==> src/rtl/cardinal_nic.sv <==
// cardinal_nic: responder end of the processor's NIC port, bridging the
// processor to its ring router port.
//
// The NIC holds two single-entry buffers, each with its own full flag:
//   - input channel  (network -> processor): r_inBuf / r_inFull
//   - output channel (processor -> network): r_outBuf / r_outFull
// The processor polls and moves data through four memory-mapped registers:
//   00 input buffer, 01 input status, 10 output buffer, 11 output status.
// Status registers read as all zeros except bit 63 (the LSB), which holds
// the flag.
//
// Ports:
//   clk          system clock; all state updates on the rising edge
//   reset        synchronous, active-low reset
//   addr         register select from the processor
//   d_in         write data from the processor
//   d_out        registered read data to the processor
//   nicEn        access enable from the processor
//   nicWrEn      1 = write, 0 = read (qualified by nicEn)
//   net_si       router offers a packet to the NIC
//   net_ri       NIC can accept a packet (input buffer empty)
//   net_di       packet from the router
//   net_so       NIC injects a packet into the router
//   net_ro       router can accept a packet
//   net_do       packet to the router
//   net_polarity router's current polarity (0 even, 1 odd)
module cardinal_nic #(
  parameter int DATA_WIDTH = 64,
  parameter int ADDR_WIDTH = 2
) (
  input  logic                  clk,
  input  logic                  reset,
  input  logic [0:ADDR_WIDTH-1] addr,
  input  logic [0:DATA_WIDTH-1] d_in,
  output logic [0:DATA_WIDTH-1] d_out,
  input  logic                  nicEn,
  input  logic                  nicWrEn,
  input  logic                  net_si,
  output logic                  net_ri,
  input  logic [0:DATA_WIDTH-1] net_di,
  output logic                  net_so,
  input  logic                  net_ro,
  output logic [0:DATA_WIDTH-1] net_do,
  input  logic                  net_polarity
);

  localparam logic [0:ADDR_WIDTH-1] ADDR_IN_BUF   = ADDR_WIDTH'(0);
  localparam logic [0:ADDR_WIDTH-1] ADDR_IN_STAT  = ADDR_WIDTH'(1);
  localparam logic [0:ADDR_WIDTH-1] ADDR_OUT_BUF  = ADDR_WIDTH'(2);
  localparam logic [0:ADDR_WIDTH-1] ADDR_OUT_STAT = ADDR_WIDTH'(3);

  logic [0:DATA_WIDTH-1] r_inBuf;
  logic                  r_inFull;
  logic [0:DATA_WIDTH-1] r_outBuf;
  logic                  r_outFull;
  logic [0:DATA_WIDTH-1] r_dOut;

  logic                  w_rdEn;
  logic                  w_wrEn;
  logic                  w_recv;
  logic                  w_send;
  logic [0:DATA_WIDTH-1] w_rdData;

  assign w_rdEn = nicEn & ~nicWrEn;
  assign w_wrEn = nicEn & nicWrEn;

  // Bit 0 of the outgoing packet is its virtual-channel bit; the router only
  // takes a packet whose VC matches its current polarity.
  assign w_send = r_outFull & net_ro & (r_outBuf[0] == net_polarity);
  assign w_recv = net_si & ~r_inFull;

  assign net_ri = ~r_inFull;
  assign net_so = w_send;
  assign net_do = r_outBuf;
  assign d_out  = r_dOut;

  // Read-data selection for the registered processor read port.
  always_comb begin
    w_rdData = '0;
    case (addr)
      ADDR_IN_BUF:   w_rdData = r_inBuf;
      ADDR_IN_STAT:  w_rdData = {{(DATA_WIDTH-1){1'b0}}, r_inFull};
      ADDR_OUT_BUF:  w_rdData = '0;
      ADDR_OUT_STAT: w_rdData = {{(DATA_WIDTH-1){1'b0}}, r_outFull};
      default:       w_rdData = '0;
    endcase
  end

  // Input channel. A capture needs an empty buffer and a read of 00 only
  // clears a full one, so the two can never collide in the same cycle.
  // An offer from the router while full is ignored and the held packet kept.
  always_ff @(posedge clk) begin
    if (!reset) begin
      r_inBuf  <= '0;
      r_inFull <= 1'b0;
    end else if (w_recv) begin
      r_inBuf  <= net_di;
      r_inFull <= 1'b1;
    end else if (w_rdEn && (addr == ADDR_IN_BUF)) begin
      r_inFull <= 1'b0;
    end
  end

  // Output channel. Sending only clears the flag; the buffer keeps its last
  // packet so net_do stays stable. A write while full is dropped, which
  // includes the very cycle the buffer drains.
  always_ff @(posedge clk) begin
    if (!reset) begin
      r_outBuf  <= '0;
      r_outFull <= 1'b0;
    end else if (w_send) begin
      r_outFull <= 1'b0;
    end else if (w_wrEn && (addr == ADDR_OUT_BUF) && !r_outFull) begin
      r_outBuf  <= d_in;
      r_outFull <= 1'b1;
    end
  end

  // Registered read port: same one-cycle latency as data memory; holds its
  // value whenever there is no read.
  always_ff @(posedge clk) begin
    if (!reset) begin
      r_dOut <= '0;
    end else if (w_rdEn) begin
      r_dOut <= w_rdData;
    end
  end

endmodule

==> config.mk <==
export PLATFORM = sky130hd
export DESIGN_NAME = cardinal_nic
export DESIGN_NICKNAME = d
export VERILOG_FILES = /design/src/rtl/cardinal_nic.sv
export SDC_FILE = /design/constraint.sdc
export NUM_CORES = 1
export LEC_CHECK = 0
export ABC_AREA = 1
export BUFFER_PORTS_ARGS = -buffer_cell sky130_fd_sc_hd__buf_2
export CELL_PAD_IN_SITES_DETAIL_PLACEMENT = 0
export CELL_PAD_IN_SITES_GLOBAL_PLACEMENT = 1
export CORE_ASPECT_RATIO = 2
export CORE_UTILIZATION = 38
export CTS_BUF_LIST = sky130_fd_sc_hd__clkbuf_8
export CTS_CLUSTER_DIAMETER = 100
export DETAILED_ROUTE_END_ITERATION = 7
export GPL_TIMING_DRIVEN = 0
export MAX_ROUTING_LAYER = met4
export PLACE_DENSITY = 0.91
export SYNTH_ARGS = -nofsm -noshare
export SYNTH_HDL_FRONTEND = slang
export SYNTH_SLANG_ARGS = --single-unit
==> constraint.sdc <==
create_clock -name clk -period 1.8 [get_ports clk]
set_clock_uncertainty 0.05 [all_clocks]
set_input_delay 0.36 -clock clk [delete_from_list [all_inputs] [get_ports clk]]
set_output_delay 0.36 -clock clk [all_outputs]
set_load 0.02 [all_outputs]
After elaboration in Yosys (flattened, before gate mapping):

Index checks and enable logic that the tools add are counted.

* flip-flop bits (word level): 194
* memories kept: 0
* input port bits: 137
* memory bits (read-only): 0
* output and inout bits: 130
* RAM bits: 0
* latch bits: 0

* shifts and indexed selects: 0
* $add $sub $neg: 0
* divide/modulo/power cells: 0
* $mul: 0
* reductions and logical operators: 8
* mux-type cells: 3
* bitwise operators: 9
* eq/ne operators: 4
* order comparisons: 0

Operator list (number)
* case mux 64 bit (4 select lines): 1
* AND 1 bit: 5
* equality test 2 bit (second input constant): 2
* inverter 1 bit: 4
* logical AND 1 bit: 3
* equality test 2 x 1 -> 1 bit (second input constant): 1
* zero test 2 bit: 1
* two-way mux 1 bit: 2
* AND reduction 2 bit: 1
* nonzero test 2 bit: 1
* OR reduction 2 bit: 1
* equality test 1 bit: 1
* zero test 1 bit: 1

Longest topological paths before layout:

* depth after elaboration: 5
* gate-level depth with buffers: 8

Worst setup path before layout:

No wires, ideal clock.

* kind: register to output
* from: register r_outBuf, in the netlist net_do[0]
* to: output net_so
* cell stages (with the launch flop): 5
* arrival: 0.817 ns
* slack: 0.573 ns
* data required time: 1.390 ns
* cells stage by stage: dfxtp_1 > inv_1 > nand2_1 > nand4_1 > inv_1

* cells in the longest elaborated chain, start to end: 2

Ends and longest elaborated chain
* from (decl): line 54 `logic [0:DATA_WIDTH-1] r_outBuf;`
* from (signal assigned): line 114 `r_outBuf <= d_in;`
* equality test 1 bit: line 69 `assign w_send = r_outFull & net_ro & (r_outBuf[0] == net_polarity);`
* AND 1 bit: line 69
* to (decl): line 41 `output logic net_so,`

Every way passes these cells.

Worst setup path in the final report:

Same ends and word-level chain as after synthesis.

==> impl_metrics.yaml <==
die:
  dieArea_um2: 19300
  initial_core_util_pct: 38.84
  placementRows: 70
  num_io_pins: 267
  core-area_um2: 18310
  dieHeight_um: 195.5
  die_w_um: 98.73
sta:
  clock.fmax_mhz: 611.4
  hold_viol: 0
  slew_viol_final: 0
  finalSetupViolCount: 0
  rsz0062_at_grt: "false"
  setup_tns_ns: 0
  min_period_ns: 1.636
  finalCritPeriodShare_pct: 90.87
  worstMarginPinSlew_ns: 0.4829
  relSlewSlack_pct: 67.81
synth:
  synthesis.nets: 1130
  synth_mux_area_share_pct: 0
  synth_top_family_by_area: "simple AND/OR/NAND/NOR gates"
  synthAdderAreaFrac_pct: 0
  yosys.area_share.simple_pct: 28.38
  ys_ff_latch: 194
  ys_warn_count: 0
  netlist_area_um2: 7111
  synth_compound_area_share_pct: 9.080
  synth_cell_types: 17
  synthTopCellsByArea: "dfxtp_1, nor2_1, nand2_1"
  synth_largest_area_cell: "dfxtp_1"
  synth_top_cell_area_share_pct: 54.62
  synth_seq_area_share_pct: 54.62
  synth_cells: 993
  synthXorXnorAreaFrac_pct: 0
  postSynthAreaPerCell_um2: 7.161
clock_network:
  clockRootBuffer: "clkbuf_8"
  numCtsBuffers: 17
  clk_pin_slew_ns: 0.10
  cts_buffer_depth: 2
  hold_buffers: 0
  cts_sinks: 194
  insertion_delay_ns: 0.46
  cts_tree: "done"
  htreeDepth: 4
routing:
  drc: 0
  ant_nets: 0
  drtPass1Iterations: 4
  avgRoutedWirePerCell_um: 12.55
  viasPerCell: 4.442
  wl_um: 18930
  drt_iter0_markers: 157
  routed-via-count: 6699
power_and_ir_drop:
  powerDensity_nw_per_um2: 890.3
  leakagePower_nw: 4.522
  ir_drop_mv: 0.6146
critical_path:
  cp_top_family: "flip-flops"
  r2r-end: "net_do[12]"
  crit_path_end_kind: "output port"
  arrival_ns: 1.23
  crit_fanout: 4
  reg2reg_setup_slack_ns: 0.29
  r2r-start: "r_outFull"
  critPathSlowestCell: "dfxtp_2"
  path_buf_inv: 3
  slowest_delay_ns: 0.36
  critPathRequiredTime_ns: 1.39
  cp-start-kind: "flip-flop"
  crit_path_frequent_cell: "inv_1"
  path_class: "reg2out"
  path_cells: "inv_1 > nand2_1 > nand4_1 > inv_1 > buf_2"
  reg2reg_depth: 8
placed_design:
  place.gp.congestion: 0.8051
  place_hpwl_um: 14750
  io_buffers: 266
min_path:
  hold_start: "net_di[50]"
  min_path_cells: 3
  hp-class: "in2reg"
  min_to: "r_inBuf[50]"
layout:
  layout-drive-gt1-share_pct: 26.26
  utilization_pct: 49.59
  syn2layout_area_growth_pct: 27.66
  fillers: 1979
  final_nets: 1415
grt:
  antenna_found_initial: 1
  grt_pass1_wl_um: 29920
  grt_max_degree: 18
  grt_pass1_vias: 6311
  grt_overflow: 0
  grt_use_total_pct: 20.51
job:
  maxCapViolations: 0
status:
  status: "finished, final reports clean"
[how the worst max path moves through the flow]
stage	startpoint	endpoint	depth (start not counted)
floorplan	net_do[0]	net_so	4
global placement	addr[1]	net_do[35]	9
detailed placement	addr[1]	net_do[35]	9
CTS	net_do[0]	net_so	5
global route	net_do[0]	net_so	5
finish	net_do[0]	net_so	5
[final cells by class]
class,count,area (µm²),area share (%)
repair buffers,266,1331,14.67
diodes,1,2.502,0.02757
well taps,216,270.3,2.977
plain buffers,61,277.8,3.060
clock inverters,13,100.1,1.103
clock buffers,19,261.5,2.881
flip-flops and latches,194,3885,42.80
multi-input cells,662,2664,29.35
inverters,76,285.3,3.143
[placed cells by master, fill, tap and decap left out, drive strengths merged]
cell type and instances:
buf 314, nand3 2, inv 82, clkinvlp 5, dfxtp 194, a21oi 64
clkinv 2, nand2 265, diode 1, nor2 265, nand4 1, clkbuf 32
o21ai 65
[flip-flops by register name, indices dropped and copies added, names as in the netlist]
signal     count
r_inFull       1
net_do        64
r_inBuf       64
d_out         64
r_outFull      1
[cells in the mapped netlist]
library cell  instances
buf_4                 2
nand2_2               2
buf_2                32
clkbuf_1             12
o21ai_0              50
dfxtp_1             194
nand4_1               1
a21oi_1              64
nand2_1             263
inv_2                 3
o21ai_1              15
nor2_1              264
nand3_1               2
inv_1                73
nor2_4                1
clkbuf_2              1
buf_1                14
[power breakdown]
part	internal [W]	switching [W]
logic	0.000343	0.000541
registers	0.00448	0.0000895
clock network	0.00105	0.00158
total	0.00587	0.00221
[metrics by stage]
step	hold WS [ns]	cell area (µm²)	power (W)	setup WS [ns]	std cells
after floorplan	0.3893	7111	0.005202	0.5726	993
after global placement	0.3953	8712	0.005549	0.1494	1475
after detailed placement	0.4016	8712	0.005568	0.1354	1475
after CTS	0.03651	9074	0.008210	0.06528	1507
after global routing	0.05265	9077	0.008487	0.02554	1508
final	0.07838	9077	0.008082	0.1644	1508
[routing by layer]
metal | share of wire [%] | track usage [%] | vias to the layer above
li1 | - | - | 3569
met5 | 0 | - | -
met3 | 5.0 | 4.116 | 23
met4 | 2.2 | 8.568 | 0
met1 | 38 | 19.68 | 2915
met2 | 55 | 39.05 | 192
[worst min-delay path: cells and delay by family]
kind	cells	cell delay [ns]
AO/OA/AOI/OAI	1	0.05
AND/OR/NAND/NOR	1	0.07
buffers and inverters	1	0.07
[kinds of logic (layout without fill, tap and decap cells)]
group	after synthesis	count (layout)
and+or+nand+nor	533	533
DFF	194	194
buffers and inverters	137	435
AOI/OAI and AO/OA	129	129
other	0	1
[repair_timing]
item                       4_1_cts  5_1_grt
gates resized for setup          0        1
setup endpoints to repair        0        1
setup buffers                    0        0
Power figures use the tool's default switching activity.
